### config.mk
export PLATFORM = sky130hd
export DESIGN_NAME = sort_engine_flat
export DESIGN_NICKNAME = d
export VERILOG_FILES = /design/src/rtl/sort_pkg.sv /design/src/rtl/sort_engine_if.sv /design/src/rtl/sort_cmp.sv /design/src/rtl/sort_engine.sv /design/src/flat_wrapper.sv
export SDC_FILE = /design/constraint.sdc
export NUM_CORES = 1
export LEC_CHECK = 0
export CORE_ASPECT_RATIO = 0.9
export CORE_MARGIN = 8
export CORE_UTILIZATION = 55
export CTS_CLUSTER_SIZE = 24
export DETAILED_ROUTE_END_ITERATION = 8
export PLACE_DENSITY = 0.75
export SLEW_MARGIN = 5
export SYNTH_ARGS = -nofsm -noshare
export SYNTH_HDL_FRONTEND = slang
export SYNTH_SLANG_ARGS = --single-unit
### constraint.sdc
create_clock -name clk -period 10.6 [get_ports clk]
set_clock_uncertainty 0.05 [all_clocks]
set_input_delay 2.12 -clock clk [delete_from_list [all_inputs] [get_ports clk]]
set_output_delay 2.12 -clock clk [all_outputs]
set_load 0.01 [all_outputs]
### src/rtl/sort_pkg.sv
// Shared definitions for the selection-sort engine family: FSM encoding and sort order.
package sort_pkg;

   localparam int unsigned STATE_W = 3;

   typedef enum logic [STATE_W-1:0] {
      IDLE   = 3'd0,
      LOAD   = 3'd1,
      ANCHOR = 3'd2,
      SCAN   = 3'd3,
      SWAP   = 3'd4,
      SHOW   = 3'd5
   } state_e;

   localparam logic ORDER_ASC  = 1'b0;
   localparam logic ORDER_DESC = 1'b1;

endpackage

### src/rtl/sort_engine_if.sv
// Load and result streams of the sort engine; the engine is the slave on both.
interface sort_engine_if #(parameter int unsigned WIDTH = 8);

   logic             in_valid;
   logic             in_ready;
   logic [WIDTH-1:0] in_data;
   logic             out_valid;
   logic             out_ready;
   logic [WIDTH-1:0] out_data;
   logic             out_last;

   modport master (
      output in_valid, in_data, out_ready,
      input  in_ready, out_valid, out_data, out_last
   );

   modport slave (
      input  in_valid, in_data, out_ready,
      output in_ready, out_valid, out_data, out_last
   );

endinterface

### src/rtl/sort_cmp.sv
// Combinational "a is strictly better than b" for a given order and signedness.
module sort_cmp
   import sort_pkg::*;
#(
   parameter int unsigned WIDTH  = 8,
   parameter bit          SIGNED = 1'b0
) (
   input  logic [WIDTH-1:0] a_i,
   input  logic [WIDTH-1:0] b_i,
   input  logic             desc_i,
   output logic             better_c
);

   logic lt;
   logic gt;

   always_comb begin
      if (SIGNED) begin
         lt = $signed(a_i) < $signed(b_i);
         gt = $signed(a_i) > $signed(b_i);
      end else begin
         lt = a_i < b_i;
         gt = a_i > b_i;
      end
      better_c = (desc_i == ORDER_DESC) ? gt : lt;
   end

endmodule

### src/rtl/sort_engine.sv
// Self-controlled selection sorter: load N words, sort in place, stream them out.
module sort_engine
   import sort_pkg::*;
#(
   parameter int unsigned N      = 5,
   parameter int unsigned WIDTH  = 8,
   parameter bit          SIGNED = 1'b0
) (
   input  logic               clk,
   input  logic               rst_n,
   input  logic               start,
   input  logic               descending,
   sort_engine_if.slave       bus,
   output logic               busy,
   output logic               done,
   output logic [STATE_W-1:0] state
);

   localparam int unsigned    AW   = (N > 1) ? $clog2(N) : 1;
   localparam logic [AW-1:0]  LAST = AW'(N - 1);

   state_e           state_q, state_d;
   logic [AW-1:0]    addr_q, addr_d;
   logic [AW-1:0]    i_q, i_d;
   logic [AW-1:0]    j_q, j_d;
   logic [AW-1:0]    min_q, min_d;
   logic             desc_q, desc_d;
   logic             in_ready_q, in_ready_d;
   logic             out_valid_q, out_valid_d;
   logic             out_last_q, out_last_d;
   logic             busy_q, busy_d;
   logic             done_q, done_d;
   logic [WIDTH-1:0] out_data_q, out_data_d;
   logic [WIDTH-1:0] rd_fwd;
   logic             load_we;
   logic             swap_we;
   logic             better;

   logic [WIDTH-1:0] mem_q [N];

   sort_cmp #(.WIDTH(WIDTH), .SIGNED(SIGNED)) u_cmp (
      .a_i     (mem_q[j_q]),
      .b_i     (mem_q[min_q]),
      .desc_i  (desc_q),
      .better_c(better)
   );

   // Next state, index updates and memory write enables
   always_comb begin
      state_d = state_q;
      addr_d  = addr_q;
      i_d     = i_q;
      j_d     = j_q;
      min_d   = min_q;
      desc_d  = desc_q;
      load_we = 1'b0;
      swap_we = 1'b0;
      done_d  = 1'b0;
      case (state_q)
         IDLE: begin
            if (start) begin
               desc_d  = descending;
               addr_d  = '0;
               state_d = LOAD;
            end
         end
         LOAD: begin
            if (bus.in_valid && in_ready_q) begin
               load_we = 1'b1;
               if (addr_q == LAST) begin
                  addr_d  = '0;
                  i_d     = '0;
                  state_d = (N == 1) ? SHOW : ANCHOR;
               end else begin
                  addr_d = addr_q + AW'(1);
               end
            end
         end
         ANCHOR: begin
            min_d   = i_q;
            j_d     = i_q + AW'(1);
            state_d = SCAN;
         end
         SCAN: begin
            if (better) min_d = j_q;
            if (j_q == LAST) state_d = SWAP;
            else             j_d = j_q + AW'(1);
         end
         SWAP: begin
            swap_we = (min_q != i_q);
            i_d     = i_q + AW'(1);
            if (i_d == LAST) begin
               addr_d  = '0;
               state_d = SHOW;
            end else begin
               state_d = ANCHOR;
            end
         end
         SHOW: begin
            if (out_valid_q && bus.out_ready) begin
               if (addr_q == LAST) begin
                  addr_d  = '0;
                  done_d  = 1'b1;
                  state_d = IDLE;
               end else begin
                  addr_d = addr_q + AW'(1);
               end
            end
         end
         default: state_d = IDLE;
      endcase
   end

   // Output word for the next cycle, forwarding any write landing this cycle
   always_comb begin
      rd_fwd = mem_q[addr_d];
      if (load_we && (addr_q == addr_d)) rd_fwd = bus.in_data;
      if (swap_we) begin
         if (addr_d == i_q)        rd_fwd = mem_q[min_q];
         else if (addr_d == min_q) rd_fwd = mem_q[i_q];
      end
      in_ready_d  = (state_d == LOAD);
      out_valid_d = (state_d == SHOW);
      out_last_d  = (state_d == SHOW) && (addr_d == LAST);
      busy_d      = (state_d != IDLE);
      out_data_d  = (state_d == SHOW) ? rd_fwd : '0;
   end

   always_ff @(posedge clk or negedge rst_n) begin
      if (!rst_n) begin
         state_q     <= IDLE;
         addr_q      <= '0;
         i_q         <= '0;
         j_q         <= '0;
         min_q       <= '0;
         desc_q      <= ORDER_ASC;
         in_ready_q  <= 1'b0;
         out_valid_q <= 1'b0;
         out_last_q  <= 1'b0;
         busy_q      <= 1'b0;
         done_q      <= 1'b0;
         out_data_q  <= '0;
      end else begin
         state_q     <= state_d;
         addr_q      <= addr_d;
         i_q         <= i_d;
         j_q         <= j_d;
         min_q       <= min_d;
         desc_q      <= desc_d;
         in_ready_q  <= in_ready_d;
         out_valid_q <= out_valid_d;
         out_last_q  <= out_last_d;
         busy_q      <= busy_d;
         done_q      <= done_d;
         out_data_q  <= out_data_d;
      end
   end

   // Element storage; the swap reads both entries before either is updated
   always_ff @(posedge clk) begin
      if (load_we) mem_q[addr_q] <= bus.in_data;
      if (swap_we) begin
         mem_q[i_q]   <= mem_q[min_q];
         mem_q[min_q] <= mem_q[i_q];
      end
   end

   assign bus.in_ready  = in_ready_q;
   assign bus.out_valid = out_valid_q;
   assign bus.out_last  = out_last_q;
   assign bus.out_data  = out_data_q;
   assign busy          = busy_q;
   assign done          = done_q;
   assign state         = state_q;

endmodule

### src/flat_wrapper.sv
// flat-port wrapper written by rule: the top's interface ports become plain ports
module sort_engine_flat import sort_pkg::*;
#(
   parameter int unsigned N      = 5,
   parameter int unsigned WIDTH  = 8,
   parameter bit          SIGNED = 1'b0
)
  (clk, rst_n, start, descending, busy, done, state, bus_in_valid, bus_in_data, bus_out_ready, bus_in_ready, bus_out_valid, bus_out_data, bus_out_last);
  sort_engine_if #(.WIDTH(WIDTH)) bus_i ();
  input  logic clk;
  input  logic rst_n;
  input  logic start;
  input  logic descending;
  output logic busy;
  output logic done;
  output logic [STATE_W-1:0] state;
  input wire logic [$bits(bus_i.in_valid)-1:0] bus_in_valid;
  input wire logic [$bits(bus_i.in_data)-1:0] bus_in_data;
  input wire logic [$bits(bus_i.out_ready)-1:0] bus_out_ready;
  output wire logic [$bits(bus_i.in_ready)-1:0] bus_in_ready;
  output wire logic [$bits(bus_i.out_valid)-1:0] bus_out_valid;
  output wire logic [$bits(bus_i.out_data)-1:0] bus_out_data;
  output wire logic [$bits(bus_i.out_last)-1:0] bus_out_last;
  assign bus_i.in_valid = bus_in_valid;
  assign bus_i.in_data = bus_in_data;
  assign bus_i.out_ready = bus_out_ready;
  assign bus_in_ready = bus_i.in_ready;
  assign bus_out_valid = bus_i.out_valid;
  assign bus_out_data = bus_i.out_data;
  assign bus_out_last = bus_i.out_last;
  sort_engine #(.N(N), .WIDTH(WIDTH), .SIGNED(SIGNED)) u_core (.clk(clk), .rst_n(rst_n), .start(start), .descending(descending), .bus(bus_i), .busy(busy), .done(done), .state(state));
endmodule
==> results.md, run 1 <==
* Die Area at 12200 um^2
* Tot Pwr at 1.52 mW
* Critical path's top delay family: compound AO/OA/AOI/OAI gates
* Final Instance Area at 5430 um^2
* Cell area after technology mapping at 4920 um^2
* Die Span X at 116 um
* Switching power at 671 uW
* Worst relative slew slack at 11.6%
* Placement Cell Area at 5240 um^2
* Post-synthesis register bit count at 69
* # Max-Cap Violations at 0
* Maximum number of pins on one net before global-route repair at 30
* Gates resized, CTS repair at 0
* Global placer's final weighted congestion at 0.906
* Vias in the first global route at 3685
* Setup total negative slack at 0 ns
* Worst Path Required at 10.80 ns
* Initial Utilization at 56.9%
* CP Data Arrival Time at 5.38 ns
* Count of placed standard cells including taps at 545
* Post-layout nets at 465
* Count of yosys warnings during synthesis at 0
* Share of async-settable or async-resettable flops after synthesis at 42.0%
* Vias/cell at 6.68
* Number of enable flip-flop cells after synthesis at 40
* Dpl hpwl at 8.95 mm
* Clock tree from TritonCTS: yes
* Cell count after synthesis at 426
* Worst-margin pin slew at 1.32 ns
* Sink count of the clock tree at 69
* Boundary Pins at 30
* Total wire length after detailed routing at 13.3 mm
* Final setup violation count at 0
* Final Max Tran Viols at 0
* Clock input transition at the sequential cells of the worst setup and hold paths at 0.08 ns
* Unrepaired setup endpoints after global routing: false
* Largest area contributor in the synthesized netlist: sky130_fd_sc_hd__edfxtp_1
* DR vias at 3749
* Number of antenna violations at the first check in global routing at 0
* Number of buffers inserted to repair setup after CTS at 0
* Sum of buffers and inverters on the critical path at 1
* Cts-stage hold buffer count at 0
* Maximum buffer depth of the clock tree at 2
* Peak ir drop on the vdd network at 112 uV
* Prevailing post-synth register cell: sky130_fd_sc_hd__edfxtp_1
* Count of unresolved DRC violations after routing at 0
* Mean routed wirelength per cell at 23.6 um
* Number of cells in the finished layout apart from fillers at 561
* Count of inserted antenna diode cells at 0
* Most frequent cell after synthesis: sky130_fd_sc_hd__mux2i_1
* Max incr delay on CP at 0.85 ns
* Row Count at 32
* Cells along the critical path: clkdlybuf4s50_1 -> nand4bb_1 -> a2111oi_0 -> a211o_1 -> xor2_1 -> or4_4 -> nand2_4 -> nor2_2 -> a221oi_1
* Type of the worst setup path: in2reg
* Clock buffers created by TritonCTS at 9
* Library cells used by synthesis at 59
* Post-synthesis average cell area at 11.6 um^2
* Final count of hold timing violations at 0
* Mapped Nets at 454
* Highest-delay cell along the critical path: sky130_fd_sc_hd__a211o_1
* Clock Root Buffer: sky130_fd_sc_hd__clkbuf_8
* I/O Buffers at 29
* Post-Route Hold Slack at 0.574 ns
* Startpoint class of the critical path: input pin
* Maximum frequency from static timing analysis at 0.193 GHz
* Internal power at 845 uW
* Fraction of final layout cells sized beyond drive strength 1 at 14.9%
* Net Sw Frac at 44.2%
* Yosys top cell area share at 24.4%
* Utilization after layout at 62.8%
* Fraction of the yosys area taken by sequential cells at 39.1%
* Antenna-violating nets left at 0
* Relative contribution of sequential cells to total power at 32.6%
* Crit path capture type: flip-flop
* First-pass GRT wire length at 20.7 mm
* Power density relative to cell area at 279 nW/um^2
* Worst slack, placed at 5.06 ns
* Minimum period implied by the final worst setup slack at 5.18 ns
* Detailed-routing iteration count for the pre-antenna-repair pass at 5
* All-Layer GR Usage at 22.4%
* Initial drt markers at 391
* Static leakage power at 2.26 nW
* Placeable core region at 8650 um^2
* Kind of path behind the tightest hold check: reg2reg
* Ranking of synthesized cells by instance count: sky130_fd_sc_hd__mux2i_1, sky130_fd_sc_hd__edfxtp_1, sky130_fd_sc_hd__o21ai_0
* Outcome: finished clean
* Die extent in y at 106 um
* Global route total overflow at 0
* Area growth, synth to finish at 10.3%
* Combinational share of power at 53.2%
* Final worst setup slack at 5.42 ns
* Clock network fraction of design power at 14.2%
* CTS H-tree lvls at 3
* Post-route clock period utilization at 48.9%
* Synth area leaders: sky130_fd_sc_hd__edfxtp_1, sky130_fd_sc_hd__mux2i_1, sky130_fd_sc_hd__dfrtp_1, sky130_fd_sc_hd__mux4_2, sky130_fd_sc_hd__mux2_2
* Largest fanout of any net on the critical path at 20
* Clock latency on the worst-skew pair at 0.36 ns
[layout make-up]
class	instances	area (um^2)
fill	728	3220
multi-input combinational	314	2810
sequential	69	1930
timing repair buffer	32	313
tap	119	149
clock buffer	10	128
clock inverter	6	63.8
inverter	11	41.3
[sequential cells by signal, summed over array words and instances (netlist names)]
register,cells
u_core.done,1
u_core.bus.out_data,8
u_core.i_q,3
u_core.bus.out_valid,1
u_core.min_q,3
u_core.addr_q,3
u_core.busy,1
u_core.j_q,3
u_core.mem_q,40
u_core.bus.out_last,1
u_core.state,3
u_core.desc_q,1
u_core.bus.in_ready,1
[path summary, 6_finish.rpt]
kind                                                start                                to  slack, ns  depth (start not counted)
max                                          bus_in_valid  u_core.bus.out_data[6]$_DFF_PN0_       5.42                          9
min                        u_core.bus.out_valid$_DFF_PN0_             u_core.done$_DFF_PN0_       0.57                          2
max reg2reg                     u_core.i_q[0]$_DFFE_PN0P_      u_core.mem_q[3][5]$_DFFE_PP_       6.41                          7
min reg2reg                u_core.bus.out_valid$_DFF_PN0_             u_core.done$_DFF_PN0_       0.57                          2
max in group asynchronous                           rst_n         u_core.desc_q$_DFFE_PN0P_       8.13                          2
min in group asynchronous                           rst_n         u_core.state[1]$_DFF_PN0_       2.09                          2
[logic make-up after synthesis]
| group | synth area share [%] |
|---|---|
| buffers and inverters | 3.91 |
| and+or+nand+nor | 9.66 |
| adders and majority gates | 3.56 |
| xor gates and xnor gates | 1.25 |
| muxes | 31.3 |
| DFF | 39.1 |
| AOI/OAI and AO/OA | 11.2 |
[power by group through the flow]
stage / Sequential [mW] / Clock (mW) / Combinational, mW
global route: 0.507 / 0.227 / 0.873
CTS: 0.491 / 0.215 / 0.799
global placement: 0.492 / 0 / 0.772
finish: 0.494 / 0.215 / 0.807
detailed placement: 0.496 / 0 / 0.793
floorplan: 0.388 / 0 / 0.706
[tightest hold or removal path, stage by stage, from the launching register on]
cell	delay [ns]
sky130_fd_sc_hd__dfrtp_1	0.41
sky130_fd_sc_hd__nand4_1	0.13
sky130_fd_sc_hd__nor2_1	0.05
[routing by layer]
metal | GRT usage (%) | up-vias | part of all wire, %
met1 | 29.5 | 1861 | 42
li1 | - | 1674 | -
met4 | 7.96 | 0 | 2.4
met5 | 0 | - | 0
met2 | 34.8 | 183 | 46
met3 | 5.99 | 31 | 9.4
[layout by cell type (no fill, tap or decap), types with 3 or more instances in the layout]
master / instances
sky130_fd_sc_hd__clkbuf_8: 9
sky130_fd_sc_hd__and3_1: 3
sky130_fd_sc_hd__ha_1: 14
sky130_fd_sc_hd__nor2_1: 13
sky130_fd_sc_hd__inv_1: 11
sky130_fd_sc_hd__edfxtp_1: 40
sky130_fd_sc_hd__xor2_1: 4
sky130_fd_sc_hd__nand2b_1: 8
sky130_fd_sc_hd__nand2_1: 21
sky130_fd_sc_hd__xnor2_1: 3
sky130_fd_sc_hd__mux4_2: 24
sky130_fd_sc_hd__mux2_2: 17
sky130_fd_sc_hd__nand4_1: 3
sky130_fd_sc_hd__nor4_1: 3
sky130_fd_sc_hd__a221oi_1: 6
sky130_fd_sc_hd__a211o_1: 3
sky130_fd_sc_hd__nand3b_1: 3
sky130_fd_sc_hd__dfrtp_1: 29
sky130_fd_sc_hd__nor2b_1: 4
sky130_fd_sc_hd__o21ai_1: 6
sky130_fd_sc_hd__a21oi_1: 14
sky130_fd_sc_hd__nor3_1: 5
sky130_fd_sc_hd__clkdlybuf4s50_1: 29
sky130_fd_sc_hd__nand3_1: 11
sky130_fd_sc_hd__mux2i_1: 81
sky130_fd_sc_hd__o21ai_0: 29
sky130_fd_sc_hd__buf_4: 3
No activity file was read; power rests on OpenSTA's default activity.
==> run 2, diff against run 1 <==
- clock period: 10.6 -> 5.1 ns (I/O delays scaled with it)
==> run 2 against run 1 <==
Against the previous run:
- highest routed layer unchanged
- clock power increased by 110%
- die area unchanged
- combinational power is 110% higher
- core utilization increased by 0.77 points
- sequential cell count did not move
- final cell count is 1.6% higher
- final area is 1.2% higher
==> results.md, run 2 (synthesis gave the netlist of run 1 again) <==
* Cells along the critical path: ha_1 -> ha_1 -> nand2b_1 -> o211a_1 -> a211o_1 -> xor2_1 -> or4_4 -> nand2_4 -> nor2_2 -> a221oi_1
* Kind of path behind the tightest hold check: reg2reg
* Area growth, synth to finish at 11.7%
* Number of antenna violations at the first check in global routing at 0 (unchanged)
* Placeable core region at 8650 um^2 (unchanged)
* Number of buffers inserted to repair setup after CTS at 0 (unchanged)
* Die Span X at 116 um (unchanged)
* First-pass GRT wire length at 21.0 mm (+1.5%)
* Minimum period implied by the final worst setup slack at 3.98 ns
* Clock network fraction of design power at 14.2% (about the same)
* Worst-margin pin slew at 0.942 ns (-0.376 ns)
* Row Count at 32 (unchanged)
* Maximum frequency from static timing analysis at 0.251 GHz
* Net Sw Frac at 43.9% (-0.33 points)
* Top sig layer: met4
* Post-route clock period utilization at 78.1%
* Fraction of final layout cells sized beyond drive strength 1 at 16.6% (+1.7 points)
* Final Max Tran Viols at 0 (unchanged)
* Dpl hpwl at 9.27 mm (+3.6%)
* Total wire length after detailed routing at 13.3 mm (+0.48%)
* DR vias at 3795 (+1.2%)
* Clock input transition at the sequential cells of the worst setup and hold paths at 0.08 ns (about the same)
* Relative contribution of sequential cells to total power at 32.0% (-0.6 points)
* Combinational share of power at 53.8% (+0.6 points)
* Count of unresolved DRC violations after routing at 0 (unchanged)
* Initial Utilization at 56.9% (unchanged)
* Initial drt markers at 322 (-18%)
* Static leakage power at 2.30 nW (+1.8%)
* Type of the worst setup path: reg2reg
* Internal reg-to-reg setup slack at 1.12 ns (-5.29 ns)
* Maximum number of pins on one net before global-route repair at 30 (unchanged)
* Global route total overflow at 0 (unchanged)
* Highest-count cells in the layout ignoring fill and taps: sky130_fd_sc_hd__mux2i_1, sky130_fd_sc_hd__edfxtp_1, sky130_fd_sc_hd__o21ai_0
* Final count of hold timing violations at 0 (unchanged)
* Top cell by count, worst path: sky130_fd_sc_hd__ha_1
* Crit path capture type: flip-flop
* Largest register FFs at 40 (unchanged)
* Startpoint class of the critical path: flip-flop
* All-Layer GR Usage at 22.6% (+0.16 points)
* CTS H-tree lvls at 3 (unchanged)
* Cts-stage hold buffer count at 0 (unchanged)
* Mean routed wirelength per cell at 23.4 um (-1.1%)
* Switching power at 1.39 mW (+110%)
* Utilization after layout at 63.6% (+0.77 points)
* Setup total negative slack at 0 ns (unchanged)
* Most flops, register: u_core.mem_q
* Global placer's final weighted congestion at 0.896 (-1.1%)
* Post-layout nets at 474 (+1.9%)
* I/O Buffers at 29 (unchanged)
* Highest-delay cell along the critical path: sky130_fd_sc_hd__dfrtp_1
* Clock tree from TritonCTS: yes
* Detailed-routing iteration count for the pre-antenna-repair pass at 5 (unchanged)
* Vias/cell at 6.66 (-0.37%)
* Total routed wire length on the met1 layer at 5.41 mm (-2.2%)
* Most common library cell in the layout ignoring fill and taps: sky130_fd_sc_hd__mux2i_1
* Power density relative to cell area at 574 nW/um^2 (+110%)
* Unrepaired setup endpoints after global routing: false
* Count of inserted antenna diode cells at 0 (unchanged)
* Vias in the first global route at 3876 (+5.2%)
* Clock latency on the worst-skew pair at 0.36 ns (about the same)
* Fillers at 715 (-1.8%)
* Largest fanout of any net on the critical path at 18 (-10%)
* Worst relative slew slack at 37.2% (+26 points)
* Die extent in y at 106 um (unchanged)
* Antenna-violating nets left at 0 (unchanged)
* Sink count of the clock tree at 69 (unchanged)
* Max incr delay on CP at 0.97 ns (+0.12 ns)
* Critical path's top delay family: compound AO/OA/AOI/OAI gates
* Worst Path Required at 5.27 ns (-5.53 ns)
* Gates resized, CTS repair at 0 (unchanged)
* Internal power at 1.77 mW (+110%)
* Clock buffers created by TritonCTS at 9 (unchanged)
* WL met2 at 6.45 mm (+4.8%)
* Clock Root Buffer: sky130_fd_sc_hd__clkbuf_8
* Sum of buffers and inverters on the critical path at 0 (-1)
* CP Data Arrival Time at 4.15 ns (-1.23 ns)
* Maximum buffer depth of the clock tree at 2 (unchanged)
* # Max-Cap Violations at 0 (unchanged)
* Die Area at 12200 um^2 (unchanged)
* Boundary Pins at 30 (unchanged)
* Peak ir drop on the vdd network at 244 uV (+120%)
* Outcome: finished clean
* Final setup violation count at 0 (unchanged)
* Met3 wirelength from detailed routing at 1.11 mm (-11%)
run 2: worst reg2reg max path, delay by kind of cell (launching register included):
family | cells | cell delay [ns]
compound gates | 3 | 1.21
xor+xnor | 1 | 0.26
fa+ha+maj | 2 | 0.46
flops | 1 | 0.97
simple gates | 4 | 0.89
run 2: path summary, 6_finish.rpt:
path                                      startpoint                                to  depth (start not counted)
setup / recovery           u_core.i_q[0]$_DFFE_PN0P_  u_core.bus.out_data[5]$_DFF_PN0_                         10
hold / removal             u_core.desc_q$_DFFE_PN0P_         u_core.desc_q$_DFFE_PN0P_                          1
setup reg to reg           u_core.i_q[0]$_DFFE_PN0P_  u_core.bus.out_data[5]$_DFF_PN0_                         10
hold reg to reg            u_core.desc_q$_DFFE_PN0P_         u_core.desc_q$_DFFE_PN0P_                          1
max in group asynchronous                      rst_n  u_core.bus.out_data[6]$_DFF_PN0_                          2
min in group asynchronous                      rst_n         u_core.state[1]$_DFF_PN0_                          2
run 2: layout make-up:
cell class              count  area (um^2)  share of cell area (%)
clock inverters             7         66.3                    1.21
well taps                 119          149                    2.71
multi-input cells         314         2810                    51.1
inverters                  11         41.3                   0.751
repair buffers             41          380                    6.92
clock buffers               9          124                    2.25
flip-flops and latches     69         1930                    35.0
run 2: stage by stage:
| stage | cells | setup WS, ns | hold WS, ns | area (um^2) | power, mW |
|---|---|---|---|---|---|
| final | 570 | 1.12 | 0.557 | 5500 | 3.16 |
| after global routing | 570 | 0.972 | 0.563 | 5500 | 3.34 |
| after CTS | 570 | 1.20 | 0.550 | 5500 | 3.14 |
| after detailed placement | 554 | 0.923 | 0.532 | 5310 | 2.68 |
| after global placement | 554 | 0.988 | 0.530 | 5310 | 2.62 |
| after floorplan | 426 | 1.60 | 0.446 | 4920 | 2.27 |
run 2: routing by layer:
layer	GRT usage (%)	vias to the layer above
li1	-	1692
met1	28.8	1893
met2	36.4	181
met3	4.34	29
met4	10.2	0
met5	0	-
run 2: power by group through the flow:
stage / clock network [mW] / logic, mW / registers [mW]
2_1_floorplan: 0 / 1.47 / 0.807
3_3_place_gp: 0 / 1.62 / 1.00
3_5_place_dp: 0 / 1.67 / 1.01
4_1_cts: 0.455 / 1.68 / 1.00
5_1_grt: 0.477 / 1.84 / 1.03
6_report: 0.449 / 1.70 / 1.01
==> run 3, diff against run 2 <==
- clock period: 5.1 -> 3.7 ns (I/O delays scaled with it)
==> run 3 against run 2 <==
Against the previous run:
- largest power group unchanged
- critical path type unchanged
- critical endpoint is now u_core.min_q[1]$_DFFE_PN0P_
- final cell count rose by 3.3%
- critical path depth grew 2
- combinational power rose by 55%
- global-route usage grew 0.54 points
- die area stayed put
- power grew 44%
- highest routed layer unchanged
==> results.md, run 3 (synthesis gave the netlist of run 1 again) <==
* Outcome: finished clean
* Maximum number of pins on one net before global-route repair at 30 (unchanged)
* Initial Utilization at 56.9% (unchanged)
* Minimum period implied by the final worst setup slack at 3.42 ns (-0.567 ns)
* # Max-Cap Violations at 0 (unchanged)
* Clock input transition at the sequential cells of the worst setup and hold paths at 0.08 ns (about the same)
* I/O Buffers at 29 (unchanged)
* Post-route clock period utilization at 92.3% (+14 points)
* Largest fanout of any net on the critical path at 8 (-10)
* Crit path capture type: flip-flop
* Worst-margin pin slew at 0.657 ns (-0.285 ns)
* Global route total overflow at 0 (unchanged)
* Static leakage power at 2.40 nW (+4.1%)
* Final Max Tran Viols at 0 (unchanged)
* Dpl hpwl at 9.52 mm (+2.6%)
* Vias/cell at 6.57 (-1.4%)
* First element of the critical path: u_core.j_q[0]$_DFFE_PN0P_
* Number of antenna violations at the first check in global routing at 0 (unchanged)
* Kind of path behind the tightest hold check: reg2reg
* Peak ir drop on the vdd network at 444 uV (+82%)
* Worst relative slew slack at 56.1% (+19 points)
* Most flops, register: u_core.mem_q
* Fillers at 694 (-2.9%)
* Largest register FFs at 40 (unchanged)
* Maximum frequency from static timing analysis at 0.293 GHz (+17%)
* Type of the worst setup path: reg2reg
* Cts-stage hold buffer count at 0 (unchanged)
* Clock latency on the worst-skew pair at 0.35 ns (about the same)
* Highest-delay cell along the critical path: sky130_fd_sc_hd__dfrtp_1
* Count of inserted antenna diode cells at 0 (unchanged)
* Gates resized, CTS repair at 0 (unchanged)
* Startpoint of the most critical register-to-register path: u_core.j_q[0]$_DFFE_PN0P_
* Mean routed wirelength per cell at 22.7 um (-3.0%)
* Startpoint class of the critical path: flip-flop
* Antenna-violating nets left at 0 (unchanged)
* Register area at 1930 um^2 (unchanged)
* Clock tree from TritonCTS: yes
* Clock Root Buffer: sky130_fd_sc_hd__clkbuf_8
* Most common library cell in the layout ignoring fill and taps: sky130_fd_sc_hd__mux2i_1
* CTS H-tree lvls at 3 (unchanged)
* CP Data Arrival Time at 3.61 ns (-0.54 ns)
* Clock buffers created by TritonCTS at 9 (unchanged)
* Number of cells in the finished layout apart from fillers at 589 (+3.3%)
* Detailed-routing iteration count for the pre-antenna-repair pass at 5 (unchanged)
* Area of combinational cells with multiple inputs at 2810 um^2 (unchanged)
* Die extent in y at 106 um (unchanged)
* Placeable core region at 8650 um^2 (unchanged)
* Sink count of the clock tree at 69 (unchanged)
* Post-layout nets at 493 (+4.0%)
* Number of cells on the worst hold path at 1 (unchanged)
* DR vias at 3867 (+1.9%)
* Endpoint of the worst hold-timing path: u_core.desc_q$_DFFE_PN0P_
* Cells along the critical path: buf_4 -> mux4_2 -> mux2_2 -> ha_1 -> o21ai_0 -> nand2b_1 -> a21oi_1 -> o21ai_0 -> mux2i_1 -> o21ai_0 -> buf_4 -> mux2_2
* Count of unresolved DRC violations after routing at 0 (unchanged)
* Sum of buffers and inverters on the critical path at 2 (+2)
* First-pass GRT wire length at 21.2 mm (+1.3%)
* Worst reg2reg path endpoint: u_core.min_q[1]$_DFFE_PN0P_
* Reg2Reg Depth at 12 (+2)
* Top cell by count, worst path: sky130_fd_sc_hd__o21ai_0
* Internal reg-to-reg setup slack at 0.28 ns (-0.83 ns)
* All-Layer GR Usage at 23.1% (+0.54 points)
* Maximum buffer depth of the clock tree at 2 (unchanged)
* Highest-count cells in the layout ignoring fill and taps: sky130_fd_sc_hd__mux2i_1, sky130_fd_sc_hd__edfxtp_1, sky130_fd_sc_hd__o21ai_0
* Critical path's top delay family: multiplexers
* Die Area at 12200 um^2 (unchanged)
* Power density relative to cell area at 802 nW/um^2 (+40%)
* Row Count at 32 (unchanged)
* Worst Path Required at 3.89 ns (-1.38 ns)
* Count of placed standard cells including taps at 573 (+3.4%)
* Worst Hold Launch: u_core.desc_q$_DFFE_PN0P_
* Fraction of final layout cells sized beyond drive strength 1 at 20.0% (+3.4 points)
* Area growth, synth to finish at 14.8%
* Final setup violation count at 0 (unchanged)
* Total wire length after detailed routing at 13.3 mm (+0.23%)
* Die Span X at 116 um (unchanged)
* Boundary Pins at 30 (unchanged)
* Setup total negative slack at 0 ns (unchanged)
* Global placer's final weighted congestion at 0.908 (+1.3%)
* Final count of hold timing violations at 0 (unchanged)
* Max incr delay on CP at 0.64 ns (-0.33 ns)
* Number of buffers inserted to repair setup after CTS at 0 (unchanged)
* Initial drt markers at 289 (-10%)
* Unrepaired setup endpoints after global routing: false
* Vias in the first global route at 3863 (-0.34%)
run 3: cell types whose count changed in the layout (fill, tap and decap cells not counted):
cell                      before  now
sky130_fd_sc_hd__buf_4        12   30
sky130_fd_sc_hd__o21ai_0      30   33
sky130_fd_sc_hd__o21ai_1       5    2
sky130_fd_sc_hd__buf_12        0    1
run 3: through the flow:
stage | utilization [%] | setup WS (ns) | hold slack (ns) | instance area (um^2) | total power [mW]
after floorplan | - | 0.196 | 0.394 | 4920 | 3.14
after global placement | 63.2 | 0.295 | 0.524 | 5460 | 3.79
after detailed placement | 63.2 | 0.193 | 0.538 | 5460 | 3.88
after CTS | 65.4 | 0.306 | 0.556 | 5650 | 4.51
after global routing | 65.4 | 0.138 | 0.571 | 5650 | 4.80
final | 65.4 | 0.285 | 0.549 | 5650 | 4.54
run 3: final cells by class:
class	count	share of cell area (%)
multi-input combinational	314	49.7
clock buffer	9	2.19
tap	119	2.63
inverter	11	0.730
timing repair buffer	60	9.47
clock inverter	7	1.17
sequential	69	34.1
run 3: worst max path at each step:
stage,slack (ns),end,cells past startpoint
after global placement,0.30,u_core.bus.out_data[4]$_DFF_PN0_,9
after detailed placement,0.19,u_core.bus.out_data[6]$_DFF_PN0_,9
after global routing,0.14,u_core.min_q[0]$_DFFE_PN0P_,12
after floorplan,0.20,u_core.min_q[0]$_DFFE_PN0P_,12
final,0.28,u_core.min_q[1]$_DFFE_PN0P_,12
after CTS,0.31,u_core.min_q[1]$_DFFE_PN0P_,12
run 3: metal layers:
layer	track usage (%)	wire, um	up-vias
met4	8.79	316	0
li1	-	-	1725
met2	36.2	6380	199
met5	0	0	-
met1	30.0	5380	1909
met3	6.10	1280	34
run 3: report_power, final:
part	switching, mW	internal [mW]
sequential	0.304	0.989
combinational	1.35	1.28
clock	0.305	0.306
